==> src/rtl/pipeline_if_id_pkg.sv <==
// Shared fetch/decode definitions: widths, bubble encoding, PC increment, fetch FSM states.
package pipeline_if_id_pkg;

    localparam int unsigned IF_ADDR_W  = 32;
    localparam int unsigned IF_INSTR_W = 32;
    localparam int unsigned IF_CNT_W   = 32;

    localparam logic [IF_INSTR_W-1:0] IF_NOP_INSTR = 32'h0000_0000;
    localparam logic [IF_ADDR_W-1:0]  IF_PC_INC    = 32'd4;

    typedef enum logic [1:0] {
        ST_REQ   = 2'd0,
        ST_WAIT  = 2'd1,
        ST_HOLD  = 2'd2,
        ST_DRAIN = 2'd3
    } fetch_state_e;

    typedef struct packed {
        logic [IF_INSTR_W-1:0] instr;
        logic [IF_ADDR_W-1:0]  pc4;
    } if_id_entry_t;

endpackage

==> src/rtl/if_hold_buf.sv <==
// Single-entry instr/pc4 register with load/clear; parks a response while decode is frozen.
module if_hold_buf #(
    parameter int unsigned        ADDR_W    = 32,
    parameter int unsigned        INSTR_W   = 32,
    parameter logic [INSTR_W-1:0] NOP_INSTR = '0
) (
    input  logic               clk,
    input  logic               rst_n,
    input  logic               load,
    input  logic               clear,
    input  logic [INSTR_W-1:0] instr_in,
    input  logic [ADDR_W-1:0]  pc4_in,
    output logic [INSTR_W-1:0] instr,
    output logic [ADDR_W-1:0]  pc4
);

    logic [INSTR_W-1:0] instr_q, instr_d;
    logic [ADDR_W-1:0]  pc4_q, pc4_d;

    always_comb begin
        instr_d = instr_q;
        pc4_d   = pc4_q;
        if (clear) begin
            instr_d = NOP_INSTR;
            pc4_d   = '0;
        end else if (load) begin
            instr_d = instr_in;
            pc4_d   = pc4_in;
        end
    end

    always_ff @(posedge clk or negedge rst_n) begin
        if (!rst_n) begin
            instr_q <= NOP_INSTR;
            pc4_q   <= '0;
        end else begin
            instr_q <= instr_d;
            pc4_q   <= pc4_d;
        end
    end

    assign instr = instr_q;
    assign pc4   = pc4_q;

endmodule

==> src/rtl/pipeline_if_id.sv <==
// Instruction fetch (one outstanding request) and IF/ID register with decode-freeze hold buffer.
// Optional stall counter enabled by `define FETCH_STALL_CNT_EN.
module pipeline_if_id
    import pipeline_if_id_pkg::*;
#(
    parameter int unsigned        ADDR_W    = IF_ADDR_W,
    parameter int unsigned        INSTR_W   = IF_INSTR_W,
    parameter logic [INSTR_W-1:0] NOP_INSTR = IF_NOP_INSTR,
    parameter logic [ADDR_W-1:0]  PC_INC    = IF_PC_INC
) (
    input  logic                clk,
    input  logic                reset,
    input  logic [ADDR_W-1:0]   pc_in,
    output logic                PC_Freeze,
    output logic                imem_req_valid,
    input  logic                imem_req_ready,
    output logic [ADDR_W-1:0]   imem_addr,
    input  logic                imem_rsp_valid,
    input  logic [INSTR_W-1:0]  imem_rsp_data,
    input  logic                ID_Freeze,
    input  logic                IF_Flush,
    output logic                if_id_valid,
    output logic [INSTR_W-1:0]  if_id_instr,
    output logic [ADDR_W-1:0]   if_id_pc4,
    output logic [IF_CNT_W-1:0] fetch_stall_cnt
);

    fetch_state_e       state_q, state_d;
    logic               if_id_valid_q, if_id_valid_d;
    logic [INSTR_W-1:0] if_id_instr_q, if_id_instr_d;
    logic [ADDR_W-1:0]  if_id_pc4_q, if_id_pc4_d;

    logic               retire;
    logic               buf_load, buf_clear;
    logic [ADDR_W-1:0]  pc4_next;
    logic [INSTR_W-1:0] buf_instr;
    logic [ADDR_W-1:0]  buf_pc4;

    assign pc4_next = pc_in + PC_INC;

    if_hold_buf #(
        .ADDR_W    (ADDR_W),
        .INSTR_W   (INSTR_W),
        .NOP_INSTR (NOP_INSTR)
    ) u_hold_buf (
        .clk      (clk),
        .rst_n    (reset),
        .load     (buf_load),
        .clear    (buf_clear),
        .instr_in (imem_rsp_data),
        .pc4_in   (pc4_next),
        .instr    (buf_instr),
        .pc4      (buf_pc4)
    );

    // Next state, retire detection and IF/ID update; flush outranks everything.
    always_comb begin
        state_d       = state_q;
        retire        = 1'b0;
        buf_load      = 1'b0;
        buf_clear     = 1'b0;
        if_id_valid_d = if_id_valid_q;
        if_id_instr_d = if_id_instr_q;
        if_id_pc4_d   = if_id_pc4_q;

        case (state_q)
            ST_REQ: begin
                if (!IF_Flush && imem_req_ready) state_d = ST_WAIT;
            end
            ST_WAIT: begin
                if (IF_Flush) begin
                    state_d = imem_rsp_valid ? ST_REQ : ST_DRAIN;
                end else if (imem_rsp_valid) begin
                    if (!ID_Freeze) begin
                        retire  = 1'b1;
                        state_d = ST_REQ;
                    end else begin
                        buf_load = 1'b1;
                        state_d  = ST_HOLD;
                    end
                end
            end
            ST_HOLD: begin
                if (IF_Flush) begin
                    buf_clear = 1'b1;
                    state_d   = ST_REQ;
                end else if (!ID_Freeze) begin
                    retire    = 1'b1;
                    buf_clear = 1'b1;
                    state_d   = ST_REQ;
                end
            end
            ST_DRAIN: begin
                // The abandoned response is the only thing that can end a drain.
                if (imem_rsp_valid) state_d = ST_REQ;
            end
            default: state_d = ST_REQ;
        endcase

        if (IF_Flush) begin
            if_id_valid_d = 1'b0;
            if_id_instr_d = NOP_INSTR;
        end else if (retire) begin
            if_id_valid_d = 1'b1;
            if (state_q == ST_HOLD) begin
                if_id_instr_d = buf_instr;
                if_id_pc4_d   = buf_pc4;
            end else begin
                if_id_instr_d = imem_rsp_data;
                if_id_pc4_d   = pc4_next;
            end
        end else if (!ID_Freeze) begin
            if_id_valid_d = 1'b0;
            if_id_instr_d = NOP_INSTR;
        end
    end

    always_ff @(posedge clk or negedge reset) begin
        if (!reset) begin
            state_q       <= ST_REQ;
            if_id_valid_q <= 1'b0;
            if_id_instr_q <= NOP_INSTR;
            if_id_pc4_q   <= '0;
        end else begin
            state_q       <= state_d;
            if_id_valid_q <= if_id_valid_d;
            if_id_instr_q <= if_id_instr_d;
            if_id_pc4_q   <= if_id_pc4_d;
        end
    end

    assign imem_req_valid = (state_q == ST_REQ) && !IF_Flush;
    assign imem_addr      = pc_in;
    assign PC_Freeze      = !(retire || IF_Flush);
    assign if_id_valid    = if_id_valid_q;
    assign if_id_instr    = if_id_instr_q;
    assign if_id_pc4      = if_id_pc4_q;

`ifdef FETCH_STALL_CNT_EN
    logic [IF_CNT_W-1:0] stall_cnt_q, stall_cnt_d;

    // Saturating count of cycles in which the PC is held.
    always_comb begin
        stall_cnt_d = stall_cnt_q;
        if (PC_Freeze && (stall_cnt_q != '1)) stall_cnt_d = stall_cnt_q + IF_CNT_W'(1);
    end

    always_ff @(posedge clk or negedge reset) begin
        if (!reset) stall_cnt_q <= '0;
        else        stall_cnt_q <= stall_cnt_d;
    end

    assign fetch_stall_cnt = stall_cnt_q;
`else
    assign fetch_stall_cnt = '0;
`endif

endmodule

==> config.mk <==
export PLATFORM = sky130hd
export DESIGN_NAME = pipeline_if_id
export DESIGN_NICKNAME = d
export VERILOG_FILES = /design/src/rtl/pipeline_if_id_pkg.sv /design/src/rtl/if_hold_buf.sv /design/src/rtl/pipeline_if_id.sv
export SDC_FILE = /design/constraint.sdc
export NUM_CORES = 1
export LEC_CHECK = 0
export ABC_AREA = 0
export CORE_ASPECT_RATIO = 1.1
export CORE_UTILIZATION = 47
export DETAILED_ROUTE_END_ITERATION = 6
export HOLD_SLACK_MARGIN = 0.03
export PLACE_DENSITY = 0.8
export SLEW_MARGIN = 40
export SYNTH_ARGS = -nofsm -noshare
export SYNTH_HDL_FRONTEND = slang
export SYNTH_SLANG_ARGS = --single-unit
==> constraint.sdc <==
create_clock -name clk -period 2.65 [get_ports clk]
set_input_delay 0.53 -clock clk [delete_from_list [all_inputs] [get_ports clk]]
set_output_delay 0.53 -clock clk [all_outputs]
set_load 0.05 [all_outputs]
# ---- After elaboration in Yosys (flattened, before gate mapping)
# Index checks and enable logic that the tools add are counted.
dict set report word_totals {
  register_bits 131
  latch_bits 0
  mem_bits_rw 0
  romBits 0
  word_cells 57
  mem_count 0
}
dict set report classes {
  n_addsub 1
  n_mul 0
  div_mod_pow 0
  n_lt_le_gt_ge 0
  eq_ne 8
  shift 0
  n_mux 32
  bitwise 1
  n_reduce_logical 9
}
# operator count
set ops {}
lappend ops {{32-bit 2-to-1 mux} 9}
lappend ops {{32-bit by 3-bit adder with 32-bit output (second input constant)} 1}
lappend ops {{2-bit 2-to-1 mux} 8}
lappend ops {{1-bit 2-to-1 mux} 13}
lappend ops {{2-bit one-hot mux with 4 select lines} 1}
lappend ops {{3-bit inequality test (second input constant)} 2}
lappend ops {{2-bit equality test (second input constant)} 2}
lappend ops {{2-bit inequality test (second input constant)} 2}
lappend ops {{4-bit AND reduction} 1}
lappend ops {{3-bit by 1-bit inequality test with 1-bit output (second input constant)} 1}
lappend ops {{2-bit by 1-bit equality test with 1-bit output (second input constant)} 1}
lappend ops {{1-bit logical AND} 2}
lappend ops {{1-bit zero test} 2}
lappend ops {{2-bit zero test} 1}
lappend ops {{1-bit one-hot mux with 2 select lines} 1}
lappend ops {{2-bit AND reduction} 1}
lappend ops {{2-bit nonzero test} 1}
lappend ops {{1-bit logical OR} 1}
lappend ops {{1-bit NOT} 1}

# ---- Logic depth before layout (Yosys ltp)
# Gate-level depths: netlist of run 1.
dict set report logic_depth {
  depth_word 6
  ltp_mapped 9
  depth_no_buf 7
}

# ---- By module
# A second synthesis of run 1 with hierarchy kept.
dict set report hier_totals {
  cells_unflattened 702
  area_unflattened_um2 7088.0
}
# mod instances cells_per_inst area_per_inst_um2 seq_area_each_um2
set modules_own_cells {}
lappend modules_own_cells {pipeline_if_id 1 496 4476.8 1676.6}
lappend modules_own_cells {if_hold_buf 1 206 2611.3 1601.5}

# ---- Worst setup path after synthesis of run 1
# Ideal clock, no wire load.
dict set report synth_timing {
  path_kind {register to output}
  start {register state_q[0]}
  end {output port PC_Freeze}
  arrival_time_ns 2.024
  required_ns 2.120
  path_slack_ns 0.096
  stages_incl_launch_ff 8
  n_path_buf 2
  cell_sequence {dfrtp_1 -> inv_1 -> ha_1 -> nor3b_2 -> and2_1 -> buf_2 -> buf_2 -> nor2_1}
}
dict set report synth_via {
  elab_chain_len 4
}
# element line_no
set synth_rtl {}
lappend synth_rtl {{start: declaration} pipeline_if_id.sv:28} ;# fetch_state_e state_q, state_d;
lappend synth_rtl {{start signal: assignment} pipeline_if_id.sv:125} ;# state_q <= state_d;
lappend synth_rtl {{2-bit equality test or 2-bit by 1-bit equality test with 1-bit output (tied branches)} pipeline_if_id.sv:66} ;# case (state_q)
lappend synth_rtl {{1-bit one-hot mux with 2 select lines (*)} pipeline_if_id.sv:66}
lappend synth_rtl {{1-bit logical OR (*)} pipeline_if_id.sv:134} ;# assign PC_Freeze = !(retire || IF_Flush);
lappend synth_rtl {{1-bit zero test (*)} pipeline_if_id.sv:134}
lappend synth_rtl {{end: declaration} pipeline_if_id.sv:14} ;# output logic PC_Freeze,
# Mark *: on every way between the ends. The rest lies on a longest branch, timed or not.

# ---- Worst setup path after layout of run 1
# Ends and elaborated chain as after synthesis.

==> results.sh, run 1 <==
export IMPL_status="finished, final reports clean"
export IMPL_grt_max_degree=66
export IMPL_vias=5512
export IMPL_reg2reg_depth=7
export IMPL_avgViaCountPerCell=5.47
export IMPL_syn_inst=659
export IMPL_hold_viol=0
export IMPL_grt_pass1_wl_microns=27800
export IMPL_wl_per_cell_microns=17.1
export IMPL_rr_startpoint="state_q[0]$_DFFE_PN0P_"
export IMPL_whs_ps=473
export IMPL_rsz0062_at_grt="false"
export IMPL_place_gp_congestion=0.888
export IMPL_drv_cap=0
export IMPL_mostFrequentLayoutCell="clkdlybuf4s50_1"
export IMPL_ant_nets=0
export IMPL_ys_seq_elements=131
export IMPL_cts_num_sinks=131
export IMPL_cts_repair_resized=0
export IMPL_hold_class="flip-flop to flip-flop"
export IMPL_crit_path_start="state_q[0]$_DFFE_PN0P_"
export IMPL_fin_ws_ps=250
export IMPL_crit_chain="inv_1, ha_1, nor3b_2, and2_1, nor2_1, buf_4"
export IMPL_pre_cts_ws_ps=127
export IMPL_drc=0
export IMPL_path_class="flip-flop to primary output"
export IMPL_antenna_cells=0
export IMPL_rrSetupSlack_ps=460
export IMPL_io_buffer_count=168
export IMPL_fp_coreArea_sq_um=13400
export IMPL_start_util_pct=48.9
export IMPL_drive_gt1_share_pct=14.7
export IMPL_clock_path_buffers=2
export IMPL_skew_ps=4.84
export IMPL_drv_slew=0
export IMPL_die_area_sq_um=14400
export IMPL_synth_edff_count=0
export IMPL_place_hpwl_microns=11900
export IMPL_cp_arrival_ps=1870
export IMPL_reg2reg_to="if_id_pc4[14]$_DFFE_PN0P_"
export IMPL_synth_area_top_cells="dfrtp_1 (50%), buf_4 (7.3%), o21ai_0 (5.7%)"
export IMPL_place_inst=975
export IMPL_drt_first_pass_iters=5
export IMPL_cp_end_kind="primary output"
export IMPL_timing_final_crit_period_ps=2400
export IMPL_numCtsBuffers=17
export IMPL_fin_cells=1008
export IMPL_syn_to_final_growth_pct=35.1
export IMPL_antenna_found_initial=0
export IMPL_yosysSeqAreaShare_pct=49.9
export IMPL_nets=887
export IMPL_clk_pin_slew_ps=60
export IMPL_std_cell_rows=44
export IMPL_syn_area_sq_um=6570
export IMPL_yosys_area_top_type="dfrtp_1"
export IMPL_relSlewSlack_pct=58.9
export IMPL_cp_slowest_cell="dfrtp_1"
export IMPL_critPathTopFamily="simple AND/OR/NAND/NOR gates"
export IMPL_clkLatencyLatePin_ps=420
export IMPL_p_leak_nw=3.93
export IMPL_peakVddDrop_mv=0.520
export IMPL_fmax_ghz=0.417
export IMPL_path_buf_inv=2
export IMPL_cp_required_ps=2120
export IMPL_min_period_over_period_pct=90.6
export IMPL_setup_viol=0
export IMPL_final_setup_tns_ps=0
export IMPL_grt_pass1_vias=5521
export IMPL_grt_usage_pct=24.8
export IMPL_tightest_slew_ps=616
export IMPL_synth_avg_cell_area_sq_um=9.96
export IMPL_route_final_wire_length_microns=17200
export IMPL_die_h_microns=126
export IMPL_die_width_microns=115
export IMPL_io_pins=201
export IMPL_cts_tree="built"
export IMPL_grt_overflow=0
export IMPL_p_per_area_nw_per_um2=1060
export IMPL_async_reset_ff_share_pct=100
export IMPL_cp_depth=6
export IMPL_max_stage_delay_ps=400
export IMPL_synth_top_area_share_pct=49.9
export IMPL_mostFrequentLayoutCells="clkdlybuf4s50_1 (133), dfrtp_1 (131), nand2_1 (91)"
export IMPL_cp_start_kind="flip-flop"
export IMPL_h_tree_depth=4
export IMPL_yosysWarnings=0
export IMPL_ys_flop_type="dfrtp_1"
export IMPL_yosysUniqueCellTypes=51
export IMPL_first_iter_violations=415
export IMPL_crit_path_max_fanout=4
export IMPL_root_buffer="clkbuf_16"
export IMPL_worstSetupEndpoint="PC_Freeze"
export IMPL_postLayoutCoreUtil_pct=66.0
-- through the flow --
step / instance area [sq um] / total power, W
finish: 8870 / 0.00939
global route: 8870 / 0.00985
CTS: 8870 / 0.00944
detailed placement: 8250 / 0.00705
global placement: 8250 / 0.00690
floorplan: 6680 / 0.00573
-- worst min-delay path, delay by kind of cell (launching register included) --
family	cells	cell delay (ps)
flip-flops	1	330
AND/OR/NAND/NOR	2	110
-- synth_stat cells (all sizes together), types with 8 or more instances --
cell type / n
nor2: 24
mux2i: 37
o22ai: 10
xor2: 8
buf: 77
a22o: 38
dfrtp: 131
and3: 12
a21oi: 21
xnor2: 17
clkbuf: 24
nor4: 8
nand3: 15
nor3: 8
nand2: 92
o21ai: 85
inv: 10
-- worst min path at each step --
stage / start / depth (start not counted) / slack [ps] / end
after detailed placement: reset / 1 / 460 / if_id_instr[7]$_DFFE_PN0P_
after global routing: if_id_pc4[10]$_DFFE_PN0P_ / 2 / 510 / if_id_pc4[10]$_DFFE_PN0P_
after floorplan: reset / 0 / 230 / if_id_instr[0]$_DFFE_PN0P_
final: u_hold_buf.pc4[24]$_DFFE_PN0P_ / 2 / 470 / u_hold_buf.pc4[24]$_DFFE_PN0P_
after CTS: u_hold_buf.pc4[24]$_DFFE_PN0P_ / 2 / 480 / u_hold_buf.pc4[24]$_DFFE_PN0P_
after global placement: reset / 1 / 450 / if_id_instr[7]$_DFFE_PN0P_
-- power breakdown --
group,switching [W],internal (W)
clock,0.000869,0.00148
combinational,0.00242,0.00138
sequential,0.000458,0.00278
total,0.00375,0.00564
-- flip-flops by register name, summed over array words and instances (netlist names) --
signal	cells
if_id_instr	32
if_id_valid	1
if_id_pc4	32
state_q	2
u_hold_buf.pc4	32
u_hold_buf.instr	32
-- per-layer routing --
layer,vias to the layer above,global-route usage [%],part of all wire [%]
met1,2668,31.3,41
met3,37,6.88,8.1
met2,290,40.7,49
li1,2517,-,-
met5,-,0,0
met4,0,8.79,1.7
-- repair_timing --
action / 4_1_cts / 5_1_grt
setup endpoints to repair: 0 / 0
hold endpoints to repair: 24 / 0
buffers inserted: 0 / 0
hold buffers: 1 / 0
-- logic make-up after synthesis --
| logic type | count (synthesis) | synth area share [%] |
|---|---|---|
| AOI/OAI and AO/OA | 165 | 15.5 |
| xor gates and xnor gates | 25 | 3.33 |
| adders and majority gates | 6 | 1.14 |
| buffers and inverters | 111 | 10.2 |
| DFF | 131 | 49.9 |
| muxes | 38 | 5.81 |
| other | 1 | 0.0571 |
| and+or+nand+nor | 182 | 14.0 |
-- cell type report --
cell class / instances / area, sq um
Inverter: 10 / 37.5
Multi-Input combinational cell: 448 / 2760
Sequential cell: 131 / 3280
Clock buffer: 21 / 480
Timing Repair Buffer: 203 / 1960
Clock inverter: 11 / 128
Fill cell: 1023 / 4560
Tap cell: 184 / 230
No activity file was read; power rests on OpenSTA's default activity.
==> run 2, diff against run 1 <==
--- a/config.mk
+++ b/config.mk
@@ -11,7 +11,6 @@
 export DETAILED_ROUTE_END_ITERATION = 6
 export HOLD_SLACK_MARGIN = 0.03
 export PLACE_DENSITY = 0.8
-export SLEW_MARGIN = 40
 export SYNTH_ARGS = -nofsm -noshare
 export SYNTH_HDL_FRONTEND = slang
 export SYNTH_SLANG_ARGS = --single-unit
==> results of run 2 <==
The final DEF is identical to that of run 1; final timing and power are the same.
==> variant: new RTL, config.mk and constraints of run 2 <==
Add a define of `FETCH_STALL_CNT_EN`.
--- a/src/rtl/pipeline_if_id.sv
+++ b/src/rtl/pipeline_if_id.sv
@@ -1,4 +1,6 @@
 // Instruction fetch (one outstanding request) and IF/ID register with decode-freeze hold buffer.
 // Optional stall counter enabled by `define FETCH_STALL_CNT_EN.
+`define FETCH_STALL_CNT_EN
+
 module pipeline_if_id
     import pipeline_if_id_pkg::*;
Formal check against the unedited RTL: not equivalent (a bounded check fails within 4 cycles, from zero or initial values and one cycle with reset low).
==> variant against run 2 <==
Setup slack lost 0.18 ns; total power up 3.8%; first-iteration DRC count decreased by 10%; sequential share of layout area grew 1.4 points; the flow now finishes with violations (design-rule violations); sequential cell count up 32; final cell count grew 18%; clock power is essentially flat; die area is 19% higher; final area grew 20%; synthesized area increased by 20%; count of clock-buffer cells in the layout grew 3; non-clock buffer count increased by 45; routed wire length increased by 21%.
==> variant: results (changes against run 2) <==
Synthesis
  – Mux cell area share after synthesis: 5.00% (was 5.81%)
  – Syn Area/Cell: 10.0 um2 (was 9.96 um2)

Power and ir drop
  – P_int: 5.96 mW (was 5.64 mW)
  – Flop pwr share: 37.5% (was 34.4%)

Global routing
  – Largest net degree at the start of global routing: 60 (was 66)
  – Vias in the first global route: 6587 (was 5521)
  – First-pass GRT wire length: 33600 um (was 27800 um)
  – Gr usage total: 24.9% (was 24.8%)

Place
  – GPL Wtd Cong: 0.868 (was 0.888)
  – Place WS: 0.112 ns (was 0.127 ns)
  – DP Area: 10100 um2 (was 8250 um2)
  – Placed instance count: 1160 (was 975)
  – Hpwl dp: 14200 um (was 11900 um)

Cells and area
  – Fin util: 65.0% (was 66.0%)
  – ClkCell Share: 5.26% (was 6.85%)
  – Multi-input logic area: 3320 um2 (was 2760 um2)
  – Layout clock buffers: 24 (was 21)
  – Post-Layout Cell Count: 1193 (was 1008)
  – Filler Cell Count: 1320 (was 1023)
  – Non-clk invs: 20 (was 10)
  – Final #Nets: 1053 (was 887)

Routing
  – DR WL met3: 1160 um (was 1390 um)
  – DRT iter0 DRCs: 373 (was 415)
  – # DRC: 13 (was 0)

Run status
  – Status: complete, but fails checks (was finished clean)
  – Failing checks: design-rule violations

Min path
  – Worst Hold Class: in -> async (was reg -> reg)

Floorplanning
  – Well tap count: 204 (was 184)
## variant: cell types whose count changed in the layout (fill, tap and decap cells not counted), moves of 9 or more
cell / before / now
nand2_1: 91 / 104
nand4_1: 5 / 19
buf_4: 61 / 76
o21ai_1: 9 / 0
nor3_1: 7 / 20
nand3_1: 15 / 30
clkdlybuf4s50_1: 133 / 165
dfrtp_1: 131 / 163
conb_1: 32 / 0
xor2_1: 8 / 33
## variant: worst paths after layout
| path | start | to | slack (ns) | cells past startpoint |
|---|---|---|---|---|
| max in group asynchronous | reset | if_id_pc4[31]$_DFFE_PN0P_ | 1.87 | 2 |
| setup / recovery | state_q[1]$_DFFE_PN0P_ | PC_Freeze | 0.07 | 7 |
| hold / removal | reset | if_id_instr[12]$_DFFE_PN0P_ | 0.07 | 1 |
| min in group clk | u_hold_buf.pc4[20]$_DFFE_PN0P_ | u_hold_buf.pc4[20]$_DFFE_PN0P_ | 0.46 | 2 |
| hold reg to reg | u_hold_buf.pc4[20]$_DFFE_PN0P_ | u_hold_buf.pc4[20]$_DFFE_PN0P_ | 0.46 | 2 |
| setup reg to reg | fetch_stall_cnt[13]$_DFFE_PN0P_ | fetch_stall_cnt[11]$_DFFE_PN0P_ | 0.34 | 5 |
## variant: critical path: cells and delay by family (launching register included)
kind,cells,cell delay (ns)
AO/OA/AOI/OAI,1,0.14
adder cells (fa/ha/maj),1,0.30
buffers and inverters,4,0.53
flip-flops,1,0.44
AND/OR/NAND/NOR,1,0.22
## variant: routing by layer
metal	global-route usage, %	vias to the layer above
met1	30.5	3261
met2	42.9	211
li1	-	3125
met5	0	-
met4	10.0	0
met3	5.55	37
